<file path="config.mk">
export PLATFORM = sky130hd
export DESIGN_NAME = rr_mux_reg
export DESIGN_NICKNAME = d
export VERILOG_FILES = /design/src/rtl/rr_mux_reg.sv
export SDC_FILE = /design/constraint.sdc
export NUM_CORES = 1
export LEC_CHECK = 0
export ABC_CLOCK_PERIOD_IN_PS = 5930
export CAP_MARGIN = 25
export CELL_PAD_IN_SITES_DETAIL_PLACEMENT = 0
export CELL_PAD_IN_SITES_GLOBAL_PLACEMENT = 1
export CORE_MARGIN = 2
export CORE_UTILIZATION = 26
export DETAILED_ROUTE_END_ITERATION = 8
export PLACE_DENSITY = 0.89
export SKIP_CTS_REPAIR_TIMING = 1
export SYNTH_ARGS = -nofsm -noshare
export SYNTH_HDL_FRONTEND = slang
export SYNTH_SLANG_ARGS = --single-unit
</file>
<file path="constraint.sdc">
create_clock -name clk -period 5.93 [get_ports clk]
set_clock_uncertainty 0.1 [all_clocks]
set_input_delay 1.779 -clock clk [delete_from_list [all_inputs] [get_ports clk]]
set_output_delay 1.779 -clock clk [all_outputs]
set_load 0.01 [all_outputs]
</file>
<file path="src/rtl/rr_mux_reg.sv">
// Registered N-channel multiplexer with valid/ready handshakes, round-robin
// arbitration and a forced-select mode that mimics plain mux steering.
module rr_mux_reg #(
  parameter int unsigned BIT_WIDTH = 32,
  parameter int unsigned CHANNELS  = 4,
  parameter int unsigned SEL_WIDTH = 3
) (
  input  logic                          clk,
  input  logic                          reset_n,
  input  logic [CHANNELS-1:0]           in_valid,
  output logic [CHANNELS-1:0]           in_ready,
  input  logic [CHANNELS*BIT_WIDTH-1:0] in_data,
  input  logic                          force_en,
  input  logic [SEL_WIDTH-1:0]          force_sel,
  output logic                          out_valid,
  input  logic                          out_ready,
  output logic [BIT_WIDTH-1:0]          out_data,
  output logic [SEL_WIDTH-1:0]          out_channel
);

  localparam int unsigned          SLOTS   = 1 << SEL_WIDTH;
  localparam logic [SEL_WIDTH:0]   CH_EXT  = (SEL_WIDTH+1)'(CHANNELS);
  localparam logic [SEL_WIDTH-1:0] LAST_CH = SEL_WIDTH'(CHANNELS - 1);

  logic                 out_valid_q, out_valid_d;
  logic [BIT_WIDTH-1:0] out_data_q,  out_data_d;
  logic [SEL_WIDTH-1:0] out_chan_q,  out_chan_d;
  logic [SEL_WIDTH-1:0] ptr_q,       ptr_d;

  logic [SLOTS-1:0]     valid_pad;
  logic [SLOTS-1:0]     ready_pad;
  logic [BIT_WIDTH-1:0] data_slot [SLOTS];

  logic                 grant_vld;
  logic [SEL_WIDTH-1:0] grant_idx;
  logic [SEL_WIDTH-1:0] fsel;
  logic [SEL_WIDTH:0]   cand;
  logic                 load_ok;
  logic                 xfer_in;

  // Channel vectors are padded to the full index range so that any
  // SEL_WIDTH-bit index is in bounds; unused slots read as idle/zero.
  assign valid_pad = SLOTS'(in_valid);

  for (genvar c = 0; c < SLOTS; c++) begin : g_slot
    if (c < CHANNELS) begin : g_real
      assign data_slot[c] = in_data[c*BIT_WIDTH +: BIT_WIDTH];
    end else begin : g_pad
      assign data_slot[c] = '0;
    end
  end

  always_comb begin
    grant_vld = 1'b0;
    grant_idx = '0;
    fsel      = '0;
    cand      = '0;
    if (force_en) begin
      fsel      = ({1'b0, force_sel} < CH_EXT) ? force_sel : '0;
      grant_vld = valid_pad[fsel];
      grant_idx = fsel;
    end else begin
      for (int unsigned k = 0; k < CHANNELS; k++) begin
        cand = {1'b0, ptr_q} + (SEL_WIDTH+1)'(k);
        if (cand >= CH_EXT) begin
          cand = cand - CH_EXT;
        end
        if (!grant_vld && valid_pad[cand[SEL_WIDTH-1:0]]) begin
          grant_vld = 1'b1;
          grant_idx = cand[SEL_WIDTH-1:0];
        end
      end
    end
  end

  assign load_ok = !out_valid_q || out_ready;
  assign xfer_in = grant_vld && load_ok;

  always_comb begin
    ready_pad = '0;
    if (grant_vld) begin
      ready_pad[grant_idx] = load_ok;
    end
  end

  assign in_ready = ready_pad[CHANNELS-1:0];

  always_comb begin
    out_valid_d = out_valid_q;
    out_data_d  = out_data_q;
    out_chan_d  = out_chan_q;
    ptr_d       = ptr_q;
    if (xfer_in) begin
      out_valid_d = 1'b1;
      out_data_d  = data_slot[grant_idx];
      out_chan_d  = grant_idx;
      if (!force_en) begin
        ptr_d = (grant_idx == LAST_CH) ? '0 : grant_idx + SEL_WIDTH'(1);
      end
    end else if (out_valid_q && out_ready) begin
      out_valid_d = 1'b0;
    end
  end

  always_ff @(posedge clk) begin
    if (!reset_n) begin
      out_valid_q <= 1'b0;
      out_data_q  <= '0;
      out_chan_q  <= '0;
      ptr_q       <= '0;
    end else begin
      out_valid_q <= out_valid_d;
      out_data_q  <= out_data_d;
      out_chan_q  <= out_chan_d;
      ptr_q       <= ptr_d;
    end
  end

  assign out_valid   = out_valid_q;
  assign out_data    = out_data_q;
  assign out_channel = out_chan_q;

endmodule

</file>
# ---- Word level (Yosys, flattened, before mapping)
# Index checks and enable logic that the tools add are counted.
dict set report classes {
  add_sub_neg 8
  n_reduce_logical 13
  eq_ne 1
  magnitude_cmp 13
  mux 41
  bitwise_logic 3
}
# operator n
set ops {}
lappend ops {{binary-select mux 32 bit (select 3 bit)} 1}
lappend ops {{2-to-1 mux 32 bit} 2}
lappend ops {{2-to-1 mux 3 bit} 15}
lappend ops {{< comparator 3 x 4 -> 1 bit, second input constant} 6}
lappend ops {{2-to-1 mux 1 bit} 16}
lappend ops {{binary-select mux 1 bit (select 3 bit)} 5}
lappend ops {{greater-or-equal comparator 4 x 3 -> 1 bit, second input constant} 3}
lappend ops {{subtractor 3 bit, second input constant} 4}
lappend ops {{adder 3 x 2 -> 4 bit, second input constant} 2}
lappend ops {{logical AND 1 bit} 6}
lappend ops {{adder 3 x 1 -> 4 bit, second input constant} 1}
lappend ops {{bitwise AND 4 bit} 1}
lappend ops {{greater-or-equal comparator 4 bit, second input constant} 1}
lappend ops {{logical NOT 1 bit} 4}
lappend ops {{2-to-1 mux 4 bit} 1}
lappend ops {{NOT 3 -> 4 bit} 1}
lappend ops {{adder 3 x 1 -> 3 bit, second input constant} 1}
lappend ops {{demux 1 bit (select 3 bit)} 1}
lappend ops {{== test 3 x 2 -> 1 bit, second input constant} 1}
lappend ops {{greater-or-equal comparator 3 x 1 -> 1 bit, second input constant} 1}
lappend ops {{greater-or-equal comparator 3 bit, second input constant} 1}
lappend ops {{< comparator 3 bit, second input constant} 1}
lappend ops {{AND reduction 2 bit} 1}
lappend ops {{nonzero test 2 bit} 1}
lappend ops {{2 further kinds} 2}
dict set report word_totals {
  out_inout_bits 40
  ff_bits 39
  in_bits 139
}

# ---- Depth between registers and ports, before layout
dict set report logic_depth {
  ltp_word 25
  depth_mapped 13
  depth_no_buf 8
}

# ---- Worst setup path before layout
# OpenSTA, ideal clock, no wires.
dict set report synth_timing {
  path_kind {input-to-output}
  from {input in_valid[1]}
  to {output in_ready[0]}
  stages 7
  setup_slack_ns 0.513
  t_required_ns 4.051
  t_arrival_ns 3.538
  cell_sequence {mux2_2 > a22o_1 > or3b_2 > a32oi_1 > buf_4 > buf_2 > nor3_1}
}
dict set report synth_between {
  elab_chain_len 22
}
# item line
set synth_lines {}
lappend synth_lines {{start, declared} 10} ;# input logic [CHANNELS-1:0] in_valid,
lappend synth_lines {{binary-select mux 1 bit (select 3 bit)} 68} ;# if (!grant_vld && valid_pad[cand[SEL_WIDTH-1:0]]) begin
lappend synth_lines {{2-to-1 mux 1 bit (not written as such)} 68}
lappend synth_lines {{2-to-1 mux 1 bit} 68}
lappend synth_lines {{2-to-1 mux 1 bit} 58} ;# if (force_en) begin
lappend synth_lines {{logical NOT 1 bit} 68}
lappend synth_lines {{logical AND 1 bit} 68}
lappend synth_lines {{2-to-1 mux 1 bit} 68}
lappend synth_lines {{2-to-1 mux 1 bit} 58}
lappend synth_lines {{[6 not listed]} -}
lappend synth_lines {{2-to-1 mux 3 bit} 68}
lappend synth_lines {{2-to-1 mux 3 bit} 58}
lappend synth_lines {{< comparator 3 x 4 -> 1 bit (not written as such) or greater-or-equal comparator 3 x 1 -> 1 bit (tied branches)} 82} ;# ready_pad[grant_idx] = load_ok;
lappend synth_lines {{logical AND 1 bit (not written as such)} 82}
lappend synth_lines {{2-to-1 mux 1 bit (not written as such)} 82}
lappend synth_lines {{demux 1 bit (select 3 bit)} 82}
lappend synth_lines {{bitwise AND 4 bit (no source line)} -}
lappend synth_lines {{2-to-1 mux 4 bit *} 81} ;# if (grant_vld) begin
lappend synth_lines {{end, declared} 11} ;# output logic [CHANNELS-1:0] in_ready,
# Every way passes the cells marked *; elsewhere a longest branch is shown, timed or not. The select of a mux whose other input is x is not followed.

# ---- Worst setup path in the final report
dict set report layout_timing {
  from {input in_valid[2]}
  to {output in_ready[3]}
}
# The elaborated chain is that of the path after synthesis.

==> flow_metrics.py <==
metrics = {
    "power_and_ir_drop": {
        "irDropWorstVdd_uv": 136,
        "power_density_mw_per_mm2": 267,
        "p_total_w": 0.00132,
        "p_leak_nw": 1.95,
    },
    "floorplan": {
        "initial_core_util_pct": 26.9,
        "rows": 37,
        "die_w_um": 107,
        "coreArea_mm2": 0.0103,
        "io_pins": 179,
        "die-area_mm2": 0.0115,
        "fp.dieH_um": 107,
    },
    "sta": {
        "period_needed_ns": 5.71,
        "rsz0062_at_grt": "false",
        "slew-limit-headroom_pct": 34.2,
        "drv_slew": 0,
        "post-route-period-util_pct": 96.3,
        "setup_violations": 0,
        "hold_viol_final": 0,
        "tightestPinTransition_ns": 0.986,
        "max_freq_ghz": 0.175,
        "fin_ws_ns": 0.217,
    },
    "run": {
        "drv_cap": 0,
    },
    "route": {
        "vias": 2932,
        "wl_per_cell_um": 16.1,
        "firstDrtPassIters": 4,
        "drc": 0,
        "ant_nets": 0,
        "drt-total-wl_mm": 9.52,
        "drtIter0Drc": 68,
        "post_drt_via_cell_ratio": 4.94,
    },
    "layout": {
        "area_growth_pct": 78.0,
        "final_cell_mix": "clkdlybuf4s50_1 (170), mux2i_1 (68), dfxtp_1 (39)",
        "final_common_cell": "clkdlybuf4s50_1",
        "final_nets": 597,
        "drive_gt1_share_pct": 18.6,
        "n_antenna_cell": 0,
        "final_util_pct": 47.9,
    },
    "synth": {
        "synth_warnings": 0,
        "muxShareOfSynthArea_pct": 28.7,
        "ys.flop_type": "dfxtp_1",
        "synthCells": 273,
        "synth_fa_ha_area_share_pct": 0.901,
        "synthXorXnorAreaFrac_pct": 0.315,
        "synthArstFlopShare_pct": 0,
        "syn_area_mm2": 0.00278,
        "ys_types": 43,
        "synth_seq_cells": 39,
        "synth-simple-area-share_pct": 12.3,
        "ys_seq_area_share_pct": 28.1,
        "synth_edf_count": 0,
        "syn_avg_cell_area_um2": 10.2,
        "synth_fp_nets": 414,
        "synth_top_family_by_area": "multiplexers",
        "synth_compound_area_share_pct": 23.0,
    },
    "setup_path": {
        "cp_cell_sequence": "dlymetal6s2s_1 > mux4_2 > a221o_1 > or4_4 > o211ai_1 > buf_4 > nor2_2 > clkbuf_2",
        "crit_family": "simple AND/OR/NAND/NOR gates",
        "path_class": "input pin to output port",
        "start_kind": "input pin",
        "cp-end-kind": "output port",
        "required_ns": 4.05,
        "worst_ep_arrival_time_ns": 3.83,
        "path_buf_inv": 3,
        "slowest_delay_ns": 0.51,
        "reg2reg_setup_slack_ns": 1.97,
        "reg2reg_depth": 10,
        "crit_path_max_fanout": 6,
        "cp.depth": 8,
        "critPathSlowestCell": "mux4_2",
    },
    "grt": {
        "antenna_found_initial": 0,
        "grt_first_pass_wirelength_mm": 14.6,
        "gr-total-overflow": 0,
        "gr-usage-all-layers_pct": 16.0,
        "grt_pass1_vias": 2985,
        "grt_max_degree": 37,
    },
    "status": {
        "outcome": "finished clean",
    },
    "clock_network": {
        "clk_pin_slew_ns": 0.08,
        "cts_tree": "yes",
        "insertion_delay_ns": 0.28,
        "clock_path_buffers": 2,
        "numCtsBuffers": 5,
        "htreeDepth": 2,
        "clock-sinks": 39,
        "cts-root-buf": "clkbuf_8",
    },
    "min_path": {
        "hold_path_class": "register to register",
        "whs_path_depth": 2,
    },
    "placement": {
        "port_buffers": 178,
        "place_hpwl_mm": 7.34,
        "place_ws_ns": -0.501,
        "globalplace.congestion": 0.915,
    },
}
[cell usage after synthesis (all sizes together), types with 2 or more instances]
master,n,area share [%]
mux2i,68,25
dfxtp,39,28
nand3,34,6.1
o221ai,32,17
buf,17,4.6
clkbuf,10,1.4
nor2,10,1.4
nand2,8,1.1
inv,5,0.68
nand2b,5,1.1
a21oi,4,0.72
mux2,4,1.6
o21ai,4,0.72
mux4,3,2.6
a31oi,2,0.45
and2,2,0.45
ha,2,0.90
nor3,2,0.36
or3,2,0.45
[worst reg2reg max path: stages, from the launching register on]
cell and delay, ns:
dfxtp_1 0.51, inv_1 0.15, ha_1 0.47, mux4_2 0.56, o21ai_2 0.12, buf_4 0.16, a31oi_1 0.14, o21ai_4 0.28
buf_4 0.27, or3_2 0.81, o221ai_1 0.22
[final timing paths]
| kind | startpoint | end |
|---|---|---|
| hold reg to reg | out_channel[0]$_SDFFE_PN0P_ | out_channel[0]$_SDFFE_PN0P_ |
| setup / recovery | in_valid[2] | in_ready[3] |
| hold / removal | out_channel[0]$_SDFFE_PN0P_ | out_channel[0]$_SDFFE_PN0P_ |
| setup reg to reg | ptr_q[1]$_SDFFE_PN0P_ | out_data[4]$_SDFFE_PN0P_ |
[final cells by class]
cell class	instances	area [µm²]
inverters	5	18.8
well taps	136	170
clock inverters	2	60.1
clock buffers	6	72.6
fillers	969	5380
multi-input cells	202	1870
repair buffers	203	1970
flip-flops and latches	39	781
[stage by stage]
| stage | TNS [ns] | instances | instance area, µm² | hold slack, ns |
|---|---|---|---|---|
| detailed placement | -1.72 | 583 | 4770 | 0.356 |
| floorplan | 0 | 273 | 2780 | 0.337 |
| CTS | -1.78 | 591 | 4900 | 0.368 |
| finish | 0 | 593 | 4940 | 0.359 |
| global route | 0 | 593 | 4940 | 0.383 |
| global placement | -1.54 | 583 | 4770 | 0.353 |
[registers in the layout, summed over array words and instances (netlist names)]
register,flops
out_channel,3
out_data,32
out_valid,1
ptr_q,3
[kinds of logic (layout without fill, tap and decap cells)]
group	Yosys count	after routing
muxes	75	75
and+or+nand+nor	68	68
AOI/OAI and AO/OA	56	56
DFF	39	39
buffers and inverters	32	216
adders and majority gates	2	2
xor gates and xnor gates	1	1
[metal layers]
metal	up-vias	wire length (µm)	track usage (%)	share of wire, %
met5	-	0	0	0
met4	0	151	4.12	1.6
met3	12	694	4.54	7.3
met1	1364	3580	18.7	38
met2	120	5090	28.6	53
li1	1436	-	-	-
[where the power goes]
group	leakage, nW	switching [W]	internal, W
clock	0.0654	0.0000947	0.000168
sequential	0.321	0.0000292	0.000315
combinational	1.56	0.000327	0.000383
total	1.95	0.000451	0.000866
Note: power is estimated with default switching activity, not from simulation.
